==> config.mk <==
export PLATFORM = sky130hd
export DESIGN_NAME = hazard_ctrl
export DESIGN_NICKNAME = d
export VERILOG_FILES = /design/src/rtl/hazard_pkg.sv /design/src/rtl/hazard_cmp.sv /design/src/rtl/hazard_ctrl.sv
export SDC_FILE = /design/constraint.sdc
export NUM_CORES = 1
export LEC_CHECK = 0
export CAP_MARGIN = 25
export CELL_PAD_IN_SITES_DETAIL_PLACEMENT = 0
export CELL_PAD_IN_SITES_GLOBAL_PLACEMENT = 1
export CORE_MARGIN = 10
export CORE_UTILIZATION = 16
export DETAILED_ROUTE_END_ITERATION = 6
export PLACE_DENSITY = 0.84
export SLEW_MARGIN = 20
export SYNTH_ARGS = -nofsm -noshare
export SYNTH_HDL_FRONTEND = slang
export SYNTH_SLANG_ARGS = --single-unit
==> constraint.sdc <==
create_clock -name clk -period 2 [get_ports clk]
set_clock_uncertainty 0.05 [all_clocks]
set_input_delay 0.2 -clock clk [delete_from_list [all_inputs] [get_ports clk]]
set_output_delay 0.2 -clock clk [all_outputs]
set_load 0.03 [all_outputs]
==> src/rtl/hazard_pkg.sv <==
// hazard_pkg: shared definitions for the pipeline hazard controller.
//   - haz_state_e : FSM state encodings (RUN=0, STALL=1, FLUSH=2; 3 unused)
//   - REG_X0      : architectural zero register index
//   - CNT_W       : width of the stall/flush cycle counter
package hazard_pkg;

    localparam int CNT_W = 4;

    localparam logic [4:0] REG_X0 = 5'd0;

    typedef enum logic [1:0] {
        HAZ_RUN   = 2'd0,
        HAZ_STALL = 2'd1,
        HAZ_FLUSH = 2'd2
    } haz_state_e;

endpackage

==> src/rtl/hazard_cmp.sv <==
// hazard_cmp: combinational load-use hazard detector.
// Flags when the load in ID/EX writes a register that the instruction in ID
// reads. Writes to x0 are never a hazard.
// Ports:
//   rs1_i, rs2_i  : source registers of the instruction in ID
//   uses_rs2_i    : instruction in ID actually reads rs2
//   mem_read_i    : instruction in ID/EX is a load
//   rd_i          : destination register of the instruction in ID/EX
//   load_use_o    : hazard detected
module hazard_cmp
    import hazard_pkg::*;
(
    input  logic [4:0] rs1_i,
    input  logic [4:0] rs2_i,
    input  logic       uses_rs2_i,
    input  logic       mem_read_i,
    input  logic [4:0] rd_i,
    output logic       load_use_o
);

    assign load_use_o = mem_read_i && (rd_i != REG_X0) &&
                        ((rd_i == rs1_i) || (uses_rs2_i && (rd_i == rs2_i)));

endmodule

==> src/rtl/hazard_ctrl.sv <==
// hazard_ctrl: pipeline hazard controller sitting after the ID/EX register.
// Inserts load-use bubbles and flushes IF/ID + ID/EX after a taken branch.
// Outputs are Mealy (state + current inputs) and act at the next rising clk.
// Optional build macro: HAZARD_STATS_EN enables saturating stall/flush
// cycle counters; without it stall_count/flush_count are tied to 0.
// Ports:
//   clk, reset                : clock, asynchronous active-low reset
//   ifid_rs1/rs2/uses_rs2     : source operands of the instruction in ID
//   idex_MemRead, idex_rd     : load flag and destination in ID/EX
//   exmem_branch_taken        : resolved taken branch from EX/MEM
//   PCWrite, IFID_Write       : PC / IF/ID load enables
//   IFID_Flush, IDEX_Flush    : pipeline register clears
//   haz_state                 : current FSM state (debug)
//   stall_count, flush_count  : statistics counters
module hazard_ctrl
    import hazard_pkg::*;
#(
    parameter int LOAD_STALL_CYCLES = 1,
    parameter int FLUSH_CYCLES      = 1
) (
    input  logic        clk,
    input  logic        reset,
    input  logic [4:0]  ifid_rs1,
    input  logic [4:0]  ifid_rs2,
    input  logic        ifid_uses_rs2,
    input  logic        idex_MemRead,
    input  logic [4:0]  idex_rd,
    input  logic        exmem_branch_taken,
    output logic        PCWrite,
    output logic        IFID_Write,
    output logic        IFID_Flush,
    output logic        IDEX_Flush,
    output logic [1:0]  haz_state,
    output logic [31:0] stall_count,
    output logic [31:0] flush_count
);

    // The cycle that detects the event is itself the first bubble/flush, so
    // the counter is loaded with the number of cycles still remaining.
    localparam logic [CNT_W-1:0] STALL_RELOAD = CNT_W'(LOAD_STALL_CYCLES - 1);
    localparam logic [CNT_W-1:0] FLUSH_RELOAD = CNT_W'(FLUSH_CYCLES - 1);
    localparam bit               STALL_MULTI  = (LOAD_STALL_CYCLES > 1);
    localparam bit               FLUSH_MULTI  = (FLUSH_CYCLES > 1);

    haz_state_e       state_q, state_d;
    logic [CNT_W-1:0] cnt_q, cnt_d;
    logic             load_use;

    hazard_cmp u_cmp (
        .rs1_i      (ifid_rs1),
        .rs2_i      (ifid_rs2),
        .uses_rs2_i (ifid_uses_rs2),
        .mem_read_i (idex_MemRead),
        .rd_i       (idex_rd),
        .load_use_o (load_use)
    );

    always_ff @(posedge clk or negedge reset) begin
        if (!reset) begin
            state_q <= HAZ_RUN;
            cnt_q   <= '0;
        end else begin
            state_q <= state_d;
            cnt_q   <= cnt_d;
        end
    end

    always_comb begin
        state_d    = state_q;
        cnt_d      = cnt_q;
        PCWrite    = 1'b1;
        IFID_Write = 1'b1;
        IFID_Flush = 1'b0;
        IDEX_Flush = 1'b0;

        // A taken branch wins in every state: flush, keep fetching the target,
        // and (re)start the flush window. Any pending stall is abandoned.
        if (exmem_branch_taken) begin
            IFID_Flush = 1'b1;
            IDEX_Flush = 1'b1;
            if (FLUSH_MULTI) begin
                state_d = HAZ_FLUSH;
                cnt_d   = FLUSH_RELOAD;
            end else begin
                state_d = HAZ_RUN;
                cnt_d   = '0;
            end
        end else begin
            case (state_q)
                HAZ_RUN: begin
                    if (load_use) begin
                        PCWrite    = 1'b0;
                        IFID_Write = 1'b0;
                        IDEX_Flush = 1'b1;
                        if (STALL_MULTI) begin
                            state_d = HAZ_STALL;
                            cnt_d   = STALL_RELOAD;
                        end
                    end
                end
                HAZ_STALL: begin
                    // load_use is deliberately ignored here: the frozen ID
                    // instruction is already being waited for.
                    PCWrite    = 1'b0;
                    IFID_Write = 1'b0;
                    IDEX_Flush = 1'b1;
                    if (cnt_q == CNT_W'(1)) begin
                        state_d = HAZ_RUN;
                        cnt_d   = '0;
                    end else begin
                        cnt_d = cnt_q - CNT_W'(1);
                    end
                end
                HAZ_FLUSH: begin
                    IFID_Flush = 1'b1;
                    IDEX_Flush = 1'b1;
                    if (cnt_q == CNT_W'(1)) begin
                        state_d = HAZ_RUN;
                        cnt_d   = '0;
                    end else begin
                        cnt_d = cnt_q - CNT_W'(1);
                    end
                end
                default: begin
                    state_d = HAZ_RUN;
                    cnt_d   = '0;
                end
            endcase
        end

        // Hold the pipeline frozen and cleared for as long as reset is low.
        if (!reset) begin
            PCWrite    = 1'b0;
            IFID_Write = 1'b0;
            IFID_Flush = 1'b1;
            IDEX_Flush = 1'b1;
        end
    end

    assign haz_state = state_q;

`ifdef HAZARD_STATS_EN
    logic [31:0] stall_cnt_q, stall_cnt_d;
    logic [31:0] flush_cnt_q, flush_cnt_d;

    always_comb begin
        stall_cnt_d = stall_cnt_q;
        flush_cnt_d = flush_cnt_q;
        if (IDEX_Flush && !PCWrite && (stall_cnt_q != '1)) begin
            stall_cnt_d = stall_cnt_q + 32'd1;
        end
        if (IFID_Flush && reset && (flush_cnt_q != '1)) begin
            flush_cnt_d = flush_cnt_q + 32'd1;
        end
    end

    always_ff @(posedge clk or negedge reset) begin
        if (!reset) begin
            stall_cnt_q <= '0;
            flush_cnt_q <= '0;
        end else begin
            stall_cnt_q <= stall_cnt_d;
            flush_cnt_q <= flush_cnt_d;
        end
    end

    assign stall_count = stall_cnt_q;
    assign flush_count = flush_cnt_q;
`else
    assign stall_count = '0;
    assign flush_count = '0;
`endif

endmodule

=== Word-level counts from Yosys, hierarchy flattened ===
Cells that the tools add are included.

* Multiplexer cells: 17
* Equal/unequal tests: 7
* Add/sub/neg operators: 1
* Reduce and logical (&&, ||, !) cells: 8

{| class="wikitable"
|+ Operator list
! operator !! number
|-
| $eq A5 B5 Y1 || 2
|-
| $mux W1 || 9
|-
| $mux W4 || 2
|-
| $pmux W4 S2 || 1
|-
| $reduce_bool A5 Y1 || 1
|-
| $eq A4 B1 Y1 const B || 1
|-
| $mux W2 || 2
|-
| $pmux W1 S2 || 2
|-
| $pmux W2 S2 || 1
|-
| $sub A4 B1 Y4 const B || 1
|-
| $logic_and A1 B1 Y1 || 3
|-
| $ne A3 B1 Y1 const B || 1
|-
| $eq A2 B1 Y1 const B || 1
|-
| $eq A2 B2 Y1 const B || 1
|-
| $logic_not A2 Y1 || 1
|-
| $ne A2 B2 Y1 const B || 1
|-
| $reduce_and A2 Y1 || 1
|-
| $reduce_or A2 Y1 || 1
|-
| $logic_or A1 B1 Y1 || 1
|}

* Word-level logic and storage cells: 35
* Register bits: 6
* Output and inout bits: 70
* Input port bits: 20

=== Depth between registers and ports, before layout ===
Gate-level depths: netlist (run 1).

* Depth in word-level cells: 8
* Gate-level depth with buffers: 5
* Gate-level depth less buffers: 4

=== Hierarchy ===
Synthesis (run 1) repeated with hierarchy kept, for this count alone.

* Cell total of the unflattened synthesis: 89
* Area, all modules: 670.6 sq um

{| class="wikitable"
|+ By module, submodules not included
! module !! sequential area each (sq um) !! cells an instance !! instances !! area each (sq um)
|-
| hazard_ctrl || 0.0 || 72 || 1 || 538.0
|-
| hazard_cmp || 0.0 || 17 || 1 || 132.6
|}

=== Worst setup path before layout (run 1) ===
No wires, ideal clock.

* Path type: input port to output port
* From: in idex_rd[4]
* To: out PCWrite
* Required time: 1.750 ns
* Arrival: 1.423 ns
* Stages on the path: 4
* Setup slack: 0.327 ns
* Path buffers: 1
* Cells stage by stage: or4_1 o21ai_1 o31a_1 buf_4

* Longest elaborated chain between the ends: 8
* Elaborated cells between the ends (all ways): 11
* Those cells by class: eq/ne: 2; mux: 4; reduce/logical: 5

{| class="wikitable"
|+ RTL lines
! element !! line !! text
|-
| start: declaration || hazard_ctrl.sv:27 || <nowiki>input logic [4:0] idex_rd,</nowiki>
|-
| $eq A5 B5 Y1 || hazard_cmp.sv:22 || <nowiki>((rd_i == rs1_i) || (uses_rs2_i && (rd_i == rs2_i)));</nowiki>
|-
| $logic_and A1 B1 Y1 || hazard_cmp.sv:22 ||
|-
| $logic_or A1 B1 Y1 || hazard_cmp.sv:22 ||
|-
| $logic_and A1 B1 Y1 (*) || hazard_cmp.sv:21 || <nowiki>assign load_use_o = mem_read_i && (rd_i != REG_X0) &&</nowiki>
|-
| $mux W1 (*) || n/a ||
|-
| $pmux W1 S2 (*) || n/a ||
|-
| $mux W1 (*) (2 in a row) || n/a ||
|-
| end: declaration || hazard_ctrl.sv:29 || <nowiki>output logic PCWrite,</nowiki>
|}

Every way passes the cells marked *; elsewhere a longest branch is shown, timed or not.

=== Worst setup path after layout (run 1) ===
* From: in idex_rd[1]
* To: out PCWrite

* Longest elaborated chain between the ends: 8
* Elaborated cells between the ends (all ways): 11
* Those cells by class: eq/ne: 2; mux: 4; reduce/logical: 5

{| class="wikitable"
|+ RTL lines
! element !! line !! text
|-
| $eq A5 B5 Y1 || hazard_cmp.sv:22 ||
|-
| $logic_and A1 B1 Y1 || hazard_cmp.sv:22 ||
|-
| $logic_or A1 B1 Y1 || hazard_cmp.sv:22 ||
|-
| $logic_and A1 B1 Y1 (*) || hazard_cmp.sv:21 ||
|-
| $mux W1 (*) || hazard_ctrl.sv:91 || <nowiki>if (load_use) begin</nowiki>
|-
| $pmux W1 S2 (*) || hazard_ctrl.sv:89 || <nowiki>case (state_q)</nowiki>
|-
| $mux W1 (*) || hazard_ctrl.sv:78 || <nowiki>if (exmem_branch_taken) begin</nowiki>
|-
| $mux W1 (*) || hazard_ctrl.sv:132 || <nowiki>if (!reset) begin</nowiki>
|}

Marks and branches as above.

==> metrics.md, run 1 <==
| Metric | Value |
|---|---|
| Status | finished clean |
| Syn Std Cell Area | 659 µm² |
| Routing usage on met2 | 7.95% |
| Syn Area/Cell | 7.58 µm² |
| Critical-path cell list | clkdlybuf4s50_1 > or4_1 > o21ai_2 > o31a_1 > buf_6 |
| Synth warnings | 0 |
| Vias post-DR | 409 |
| Die width | 84.2 µm |
| PortBufs | 23 |
| Area Growth Syn to Fin | 12.9% |
| GP Congestion | 0.756 |
| Share of cells above drive strength 1 | 8.85% |
| Syn Inst Count | 87 |
| Detailed Routing Iterations Pass 1 | 2 |
| Cell Area, Placed | 736 µm² |
| Data required, critical path | 1.75 ns |
| Largest net degree at the start of global routing | 4 |
| Hold Fails Final Rpt | 0 |
| Achievable Freq | 521 MHz |
| Global Route met1 Usage | 3.32% |
| Pre-CTS setup slack | -0.105 ns |
| Setup WS post-layout | 0.0792 ns |
| Post-DRT Antenna Nets | 0 |
| Pwr Total | 0.262 mW |
| WS Path Type | in2out |
| CP arrival | 1.67 ns |
| LEAKAGE | 0.424 nW |
| Distinct cells, synth | 13 |
| RSZ-0062 raised after global routing | no |
| Flip-flop and latch count | 0 |
| Routed vias/inst | 2.51 |
| GRT Residual Overflow | 0 |
| Core box area | 0.00400 mm² |
| Hold Path Origin | reset |
| Final worst path period share | 96.0% |
| Clkbuf count | 0 |
| Final instance area | 744 µm² |
| Die Span Y | 84.2 µm |
| CP Launch Type | input port |
| DR WL/cell | 10.5 µm |
| Slowest CP cell | or4_1 |
| Number of global-route vias before repair | 500 |
| GRT Max-Usage Layer | met2 |
| Mux cell area share after synthesis | 0% |
| Antenna violations before repair | 0 |
| Post-CTS Setup Bufs | 0 |
| Crit path time final | 1.92 ns |
| Synth Area in XOR/XNOR | 13.3% |
| Die ar. | 0.00709 mm² |
| Hold Buf Count CTS | 0 |
| Met3 usage | 1.64% |
| PwrDens | 352 mW/mm² |
| Final WL | 1.71 mm |
| Initial Utilization | 16.5% |
| WHS | 1.10 ns |
| Hold depth | 3 |
| Max IR drop VDD | 0.0615 mV |
| Sequential Area | 0 µm² |
| Max_cap viols | 0 |
| Critical Path Fanout Max | 2 |
| Final slew viol count | 0 |
| Setup crit end kind | output port |
| Endpoints failing setup | 0 |
| First-pass GRT wire length | 2.37 mm |
| Antenna diodes | 0 |
| DP HPWL | 1.68 mm |
| Layout Nets | 135 |
| Gr usage total | 3.77% |
| Simple-Gate Fraction of Synth Area | 5.31% |
| # IOs | 90 |
| Iteration-0 DRC Markers | 8 |
| Critical path's largest stage delay | 0.50 ns |
| DRC | 0 |
| Placement row count | 23 |
| Fin util | 18.6% |
| Seq/Total Area, Yosys | 0% |
| Worst Hold Class | in2out |
| Hold Path End | IFID_Write |
| Commonest non-fill, non-tap cell in the layout | conb_1 |
| Post-synthesis compound-gate area fraction | 4.55% |
| Largest family of logic cells by synthesized area | buffers and inverters |
| Synth Area in Adders | 0% |
| Most frequent cells in the layout | conb_1, clkdlybuf4s50_1, xor2_1 |
| CP startpoint | idex_rd[1] |
[kinds of logic (layout without fill, tap and decap cells)]
group,count (synthesis),after routing
buf+inv,67,28
compound gates,4,4
other cells,1,66
simple gates,5,5
xor+xnor,10,10
[cells in the mapped netlist]
cell	n	area (µm²)
nor4_2	1	12.5
nand2b_1	1	6.26
nor2_1	1	3.75
a32oi_1	1	8.76
or4_1	1	7.51
o21bai_1	1	7.51
nor3_1	1	5.00
xor2_1	9	78.8
o21ai_1	1	5.00
o31a_1	1	8.76
xnor2_1	1	8.76
buf_4	67	503
conb_1	1	3.75
[metrics by stage]
step | TNS (ns) | cells
6_report | 0 | 163
5_1_grt | 0 | 163
4_1_cts | 0 | 163
3_5_place_dp | -0.219 | 163
3_3_place_gp | -0.135 | 163
2_1_floorplan | 0 | 152
[worst max path at each step]
stage,endpoint,slack (ns),cells past startpoint
2_1_floorplan,PCWrite,0.33,4
3_3_place_gp,PCWrite,-0.08,6
3_5_place_dp,PCWrite,-0.10,6
4_1_cts,PCWrite,0.002,6
5_1_grt,PCWrite,0.005,7
6_report,PCWrite,0.08,5
[per-layer routing]
layer,vias up,wire (µm)
met2,40,986
met5,-,0
li1,191,-
met4,0,0
met3,0,210
met1,178,509
[report_power, final]
part | switching, mW | internal [mW] | leakage [nW]
registers | 0 | 0 | 0
clock network | 0 | 0 | 0
logic | 0.205 | 0.0571 | 0.424
[cell type report]
type | count | area, µm²
Multi-Input combinational cell | 85 | 404
Tap cell | 50 | 62.6
Fill cell | 467 | 3260
Timing Repair Buffer | 28 | 278
[critical path: cells and delay by family]
family / cells / cell delay (ns)
buffers and inverters: 2 / 0.57
AOI/OAI and AO/OA: 2 / 0.39
and+or+nand+nor: 1 / 0.50
[what timing repair did]
item	in CTS	in global routing
gates resized for setup	6	4
endpoints found under the hold margin	0	0
pin swaps	3	4
endpoints found under the setup margin	3	3
(Power assumes the default switching activity.)
==> run 2, diff against run 1 <==
==> constraint.sdc (replaced) <==
create_clock -name clk -period 2 [get_ports clk]
set_clock_uncertainty 0.05 [all_clocks]
set_input_delay 0.2 -clock clk [delete_from_list [all_inputs] [get_ports clk]]
set_output_delay 0.2 -clock clk [all_outputs]
set_load 0.05 [all_outputs]
==> run 2 against run 1 <==
Die area did not move. Clock-buffer cell count did not move. Critical path depth rose by 2. Core utilization increased by 0.50 points. Setup slack improved by 0.027 ns. Maximum frequency rose by 1.4%. Via count down 0.73%. First-iteration DRC count up 13%. Largest cell class unchanged.
==> metrics.md, run 2 (synthesized netlist as in run 1, its figures left out) <==
| Metric | Value |
|---|---|
| Share of cells above drive strength 1 | 10.6% (was 8.85%) |
| Pwr Total | 0.383 mW (was 0.262 mW) |
| Final slew viol count | 0 (unchanged) |
| Fin util | 19.1% (was 18.6%) |
| Sequential Area | 0 µm² (unchanged) |
| Critical path's largest stage delay | 0.33 ns (was 0.50 ns) |
| Post-CTS Setup Bufs | 0 (unchanged) |
| Area of the multi-input gates | 408 µm² (was 404 µm²) |
| Setup crit end kind | output port (unchanged) |
| WS Path Type | in2out (unchanged) |
| CP startpoint | idex_rd[0] (was idex_rd[1]) |
| Crit path time final | 1.89 ns (was 1.92 ns) |
| Critical-path cell list | clkdlybuf4s15_1 > buf_6 > xor2_1 > nor4_2 > a32oi_1 > o31a_1 > buf_12 (was clkdlybuf4s50_1 > or4_1 > o21ai_2 > o31a_1 > buf_6) |
| CP top delay family | buffers and inverters (unchanged) |
| Worst Hold Class | in2out (unchanged) |
| Achievable Freq | 528 MHz (was 521 MHz) |
| Initial Utilization | 16.5% (unchanged) |
| Setup TNS | 0 ns (unchanged) |
| Gr usage total | 4.26% (was 3.77%) |
| PwrDens | 502 mW/mm² (was 352 mW/mm²) |
| First-pass GRT wire length | 2.57 mm (was 2.37 mm) |
| Routed vias/inst | 2.49 (was 2.51) |
| DP Cell Count | 163 (unchanged) |
| Clkbuf count | 0 (unchanged) |
| Number of global-route vias before repair | 511 (was 500) |
| Max IR drop VDD | 0.110 mV (was 0.0615 mV) |
| DR WL/cell | 11.1 µm (was 10.5 µm) |
| Core box area | 0.00400 mm² (unchanged) |
| Slowest CP cell | o31a_1 (was or4_1) |
| Commonest non-fill, non-tap cell in the layout | conb_1 (unchanged) |
| Data required, critical path | 1.75 ns (about the same) |
| Critical Path Fanout Max | 2 (unchanged) |
| Final WL | 1.81 mm (was 1.71 mm) |
| Most frequent cells in the layout | conb_1, clkdlybuf4s50_1, xor2_1 (unchanged) |
| DP HPWL | 1.79 mm (was 1.68 mm) |
| Max_cap viols | 0 (unchanged) |
| Flip-flop and latch count | 0 (unchanged) |
| Die ar. | 0.00709 mm² (unchanged) |
| Die Span Y | 84.2 µm (unchanged) |
| DRC | 0 (unchanged) |
| Die width | 84.2 µm (unchanged) |
| Filler Cell Count | 468 (was 467) |
| Hold Path Origin | reset (unchanged) |
| PortBufs | 23 (unchanged) |
| Endpoints failing setup | 0 (unchanged) |
| Antenna diodes | 0 (unchanged) |
| Antenna violations before repair | 0 (unchanged) |
| Crit path buffers/inverters | 3 (was 2) |
| Largest net degree at the start of global routing | 4 (unchanged) |
| CP Launch Type | input port (unchanged) |
| Post-Layout Cell Count | 163 (unchanged) |
| Cell Area, Placed | 758 µm² (was 736 µm²) |
| Hold Buf Count CTS | 0 (unchanged) |
| WHS | 1.07 ns (was 1.10 ns) |
| Iteration-0 DRC Markers | 9 (was 8) |
| Detailed Routing Iterations Pass 1 | 2 (unchanged) |
| Post-DRT Antenna Nets | 0 (unchanged) |
| Area Growth Syn to Fin | 15.9% (was 12.9%) |
| Hold Fails Final Rpt | 0 (unchanged) |
| Setup WS post-layout | 0.107 ns (was 0.0792 ns) |
| LEAKAGE | 0.420 nW (was 0.424 nW) |
| Final worst path period share | 94.7% (was 96.0%) |
| Status | finished clean (unchanged) |
| Placement row count | 23 (unchanged) |
| # IOs | 90 (unchanged) |
| RSZ-0062 raised after global routing | no (unchanged) |
| Vias post-DR | 406 (was 409) |
| Pre-CTS setup slack | -0.123 ns (was -0.105 ns) |
| Final instance area | 764 µm² (was 744 µm²) |
| Layout Nets | 135 (unchanged) |
| GP Congestion | 0.684 (was 0.756) |
| CP arrival | 1.64 ns (was 1.67 ns) |
| GRT Residual Overflow | 0 (unchanged) |
run 2: power breakdown:
group / internal [mW] / leakage (nW) / switching [mW]
clock: 0 / 0 / 0
combinational: 0.0623 / 0.420 / 0.321
sequential: 0 / 0 / 0
total: 0.0623 / 0.420 / 0.321
run 2: what timing repair did:
item / 4_1_cts / 5_1_grt
endpoints found under the hold margin: 0 / 0
gates resized for setup: 11 / 1
pin swaps: 5 / 3
setup endpoints to repair: 3 / 2
run 2: area by class of cell:
type                       count  share of cell area, %
multi-input combinational     85                   53.4
tap                           50                   8.18
timing repair buffer          28                   38.5
run 2: path summary, 6_finish.rpt:
kind	end	slack (ns)	cells past startpoint
worst max-delay path	IFID_Write	0.11	7
worst min-delay path	IFID_Flush	1.07	3
run 2: metal layers:
layer,wire length (µm),up-vias,part of all wire [%],track usage (%)
met2,1060,40,59,9.34
met4,0,0,0,0
met5,0,-,0,0
li1,-,192,-,-
met3,187,0,10,1.45
met1,561,174,31,3.70
==> run 3, diff against run 2 <==
--- a/config.mk
+++ b/config.mk
@@ -8,7 +8,6 @@
 export CAP_MARGIN = 25
 export CELL_PAD_IN_SITES_DETAIL_PLACEMENT = 0
 export CELL_PAD_IN_SITES_GLOBAL_PLACEMENT = 1
-export CORE_MARGIN = 10
 export CORE_UTILIZATION = 16
 export DETAILED_ROUTE_END_ITERATION = 6
 export PLACE_DENSITY = 0.84
==> run 3 against run 2 <==
First-iteration DRC count shrank 100%. Worst hold slack got worse by 0.019 ns. Cell count shrank 2.5%. Non-clock buffer count fell by 2. Final area decreased by 1.6%. Critical path depth down 2. Sequential share of layout area unchanged. Wire length is 48% lower. Via count increased by 1.2%. Flip-flop and latch count did not move. Combinational power decreased by 2%. Highest routed layer unchanged.
==> metrics.md, run 3 (synthesized netlist as in run 1, its figures left out) <==
| Metric | Value |
|---|---|
| Status | finished clean (unchanged) |
| Setup WS post-layout | 0.0466 ns (was 0.107 ns) |
| Area Growth Syn to Fin | 14.0% (was 15.9%) |
| Die width | 66.2 µm (was 84.2 µm) |
| Endpoints failing setup | 0 (unchanged) |
| Sequential Area | 0 µm² (unchanged) |
| Placement row count | 22 (was 23) |
| Largest net degree at the start of global routing | 4 (unchanged) |
| Die Span Y | 66.2 µm (was 84.2 µm) |
| Setup TNS | 0 ns (unchanged) |
| DP HPWL | 894 µm (was 1.79 mm) |
| Layout Nets | 133 (was 135) |
| NetSw | 0.315 mW (was 0.321 mW) |
| Post-CTS Setup Bufs | 0 (unchanged) |
| Comb pwr share | 100.0% (about the same) |
| Antenna diodes | 0 (unchanged) |
| Sw Share | 83.5% (was 83.7%) |
| Vias post-DR | 411 (was 406) |
| Crit path time final | 1.95 ns (was 1.89 ns) |
| Worst Hold Class | in2out (unchanged) |
| Post-DRT Antenna Nets | 0 (unchanged) |
| Final WL | 933 µm (was 1.81 mm) |
| CP arrival | 1.70 ns (was 1.64 ns) |
| DRC | 0 (unchanged) |
| Pre-CTS setup slack | -0.0849 ns (was -0.123 ns) |
| Iteration-0 DRC Markers | 0 (was 9) |
| Commonest non-fill, non-tap cell in the layout | conb_1 (unchanged) |
| Data required, critical path | 1.75 ns (about the same) |
| Antenna violations before repair | 0 (unchanged) |
| Detailed Routing Iterations Pass 1 | 1 (was 2) |
| Fin util | 19.8% (was 19.1%) |
| Slowest CP cell | or4_4 (was o31a_1) |
| Final worst path period share | 97.7% (was 94.7%) |
| GRT Residual Overflow | 0 (unchanged) |
| Reg power frac | 0% (about the same) |
| Share of cells above drive strength 1 | 9.91% (was 10.6%) |
| Most frequent cells in the layout | conb_1, clkdlybuf4s50_1, xor2_1 (unchanged) |
| Max IR drop VDD | 0.107 mV (was 0.110 mV) |
| Die ar. | 0.00438 mm² (was 0.00709 mm²) |
| PortBufs | 23 (unchanged) |
| Internal power | 0.0622 mW (was 0.0623 mW) |
| WHS | 1.05 ns (was 1.07 ns) |
| Initial Utilization | 17.4% (was 16.5%) |
| Routed vias/inst | 2.58 (was 2.49) |
| Gr usage total | 3.04% (was 4.26%) |
| # IOs | 90 (unchanged) |
| Core box area | 0.00380 mm² (was 0.00400 mm²) |
| Number of global-route vias before repair | 277 (was 511) |
| Critical Path Fanout Max | 2 (unchanged) |
| Flip-flop and latch count | 0 (unchanged) |
| Final slew viol count | 0 (unchanged) |
| CP Launch Type | input port (unchanged) |
| Critical path's largest stage delay | 0.49 ns (was 0.33 ns) |
| LEAKAGE | 0.406 nW (was 0.420 nW) |
| Pwr Total | 0.377 mW (was 0.383 mW) |
| PwrDens | 502 mW/mm² (about the same) |
| GP Congestion | 0.583 (was 0.684) |
| RSZ-0062 raised after global routing | no (unchanged) |
| Clkbuf count | 0 (unchanged) |
| Setup crit end kind | output port (unchanged) |
| Max_cap viols | 0 (unchanged) |
| WS Path Type | in2out (unchanged) |
| DR WL/cell | 5.87 µm (was 11.1 µm) |
| First-pass GRT wire length | 1.10 mm (was 2.57 mm) |
| Achievable Freq | 512 MHz (was 528 MHz) |
| Critical-path cell list | clkdlybuf4s50_1 > or4_4 > o21ai_2 > o31a_1 > buf_12 (was clkdlybuf4s15_1 > buf_6 > xor2_1 > nor4_2 > a32oi_1 > o31a_1 > buf_12) |
| Clock Power Share | 0% (about the same) |
| Hold Fails Final Rpt | 0 (unchanged) |
[run 3: cell count changes in the layout (fill, tap and decap cells not counted)]
cell and delta:
buf_6 -1, clkdlybuf4s15_1 -1, nor3_2 +1, clkdlybuf4s50_1 +4, dlygate4sd2_1 -3, nor3_1 -1, buf_4 -1
[run 3: timing repair]
action | in CTS | in global routing
hold buffers | 0 | 0
endpoints found under the hold margin | 0 | 0
setup endpoints to repair | 3 | 2
resized for setup | 6 | 1
pin swaps | 2 | 2
[run 3: power by group through the flow]
stage	registers (mW)	clock network, mW	logic [mW]
final	0	0	0.377
after global routing	0	0	0.391
after CTS	0	0	0.376
after detailed placement	0	0	0.375
after global placement	0	0	0.374
after floorplan	0	0	0.410
[run 3: cell type report]
| type | count | area (µm²) |
|---|---|---|
| well taps | 48 | 60.1 |
| repair buffers | 26 | 279 |
| multi-input cells | 85 | 413 |
| fillers | 448 | 3050 |
[run 3: per-layer routing]
metal / vias to the layer above / wire [µm] / track usage (%)
met5: - / 0 / 0
met4: 0 / 0 / 0
met3: 0 / 163 / 0.172
met2: 48 / 517 / 7.02
met1: 175 / 252 / 2.95
li1: 188 / - / -
[run 3: worst paths after layout]
path,start,endpoint,cells past startpoint
hold / removal,idex_rd[3],IDEX_Flush,5
setup / recovery,idex_rd[1],PCWrite,5
[run 3: metrics by stage]
stage               cells  instance area, µm²
floorplan             152                 903
global placement      159                 741
detailed placement    159                 741
CTS                   159                 749
global route          159                 752
finish                159                 752
[run 3: critical path: cells and delay by family]
family          cells  cell delay (ns)
simple gates        1             0.49
compound gates      2             0.42
buf+inv             2             0.59
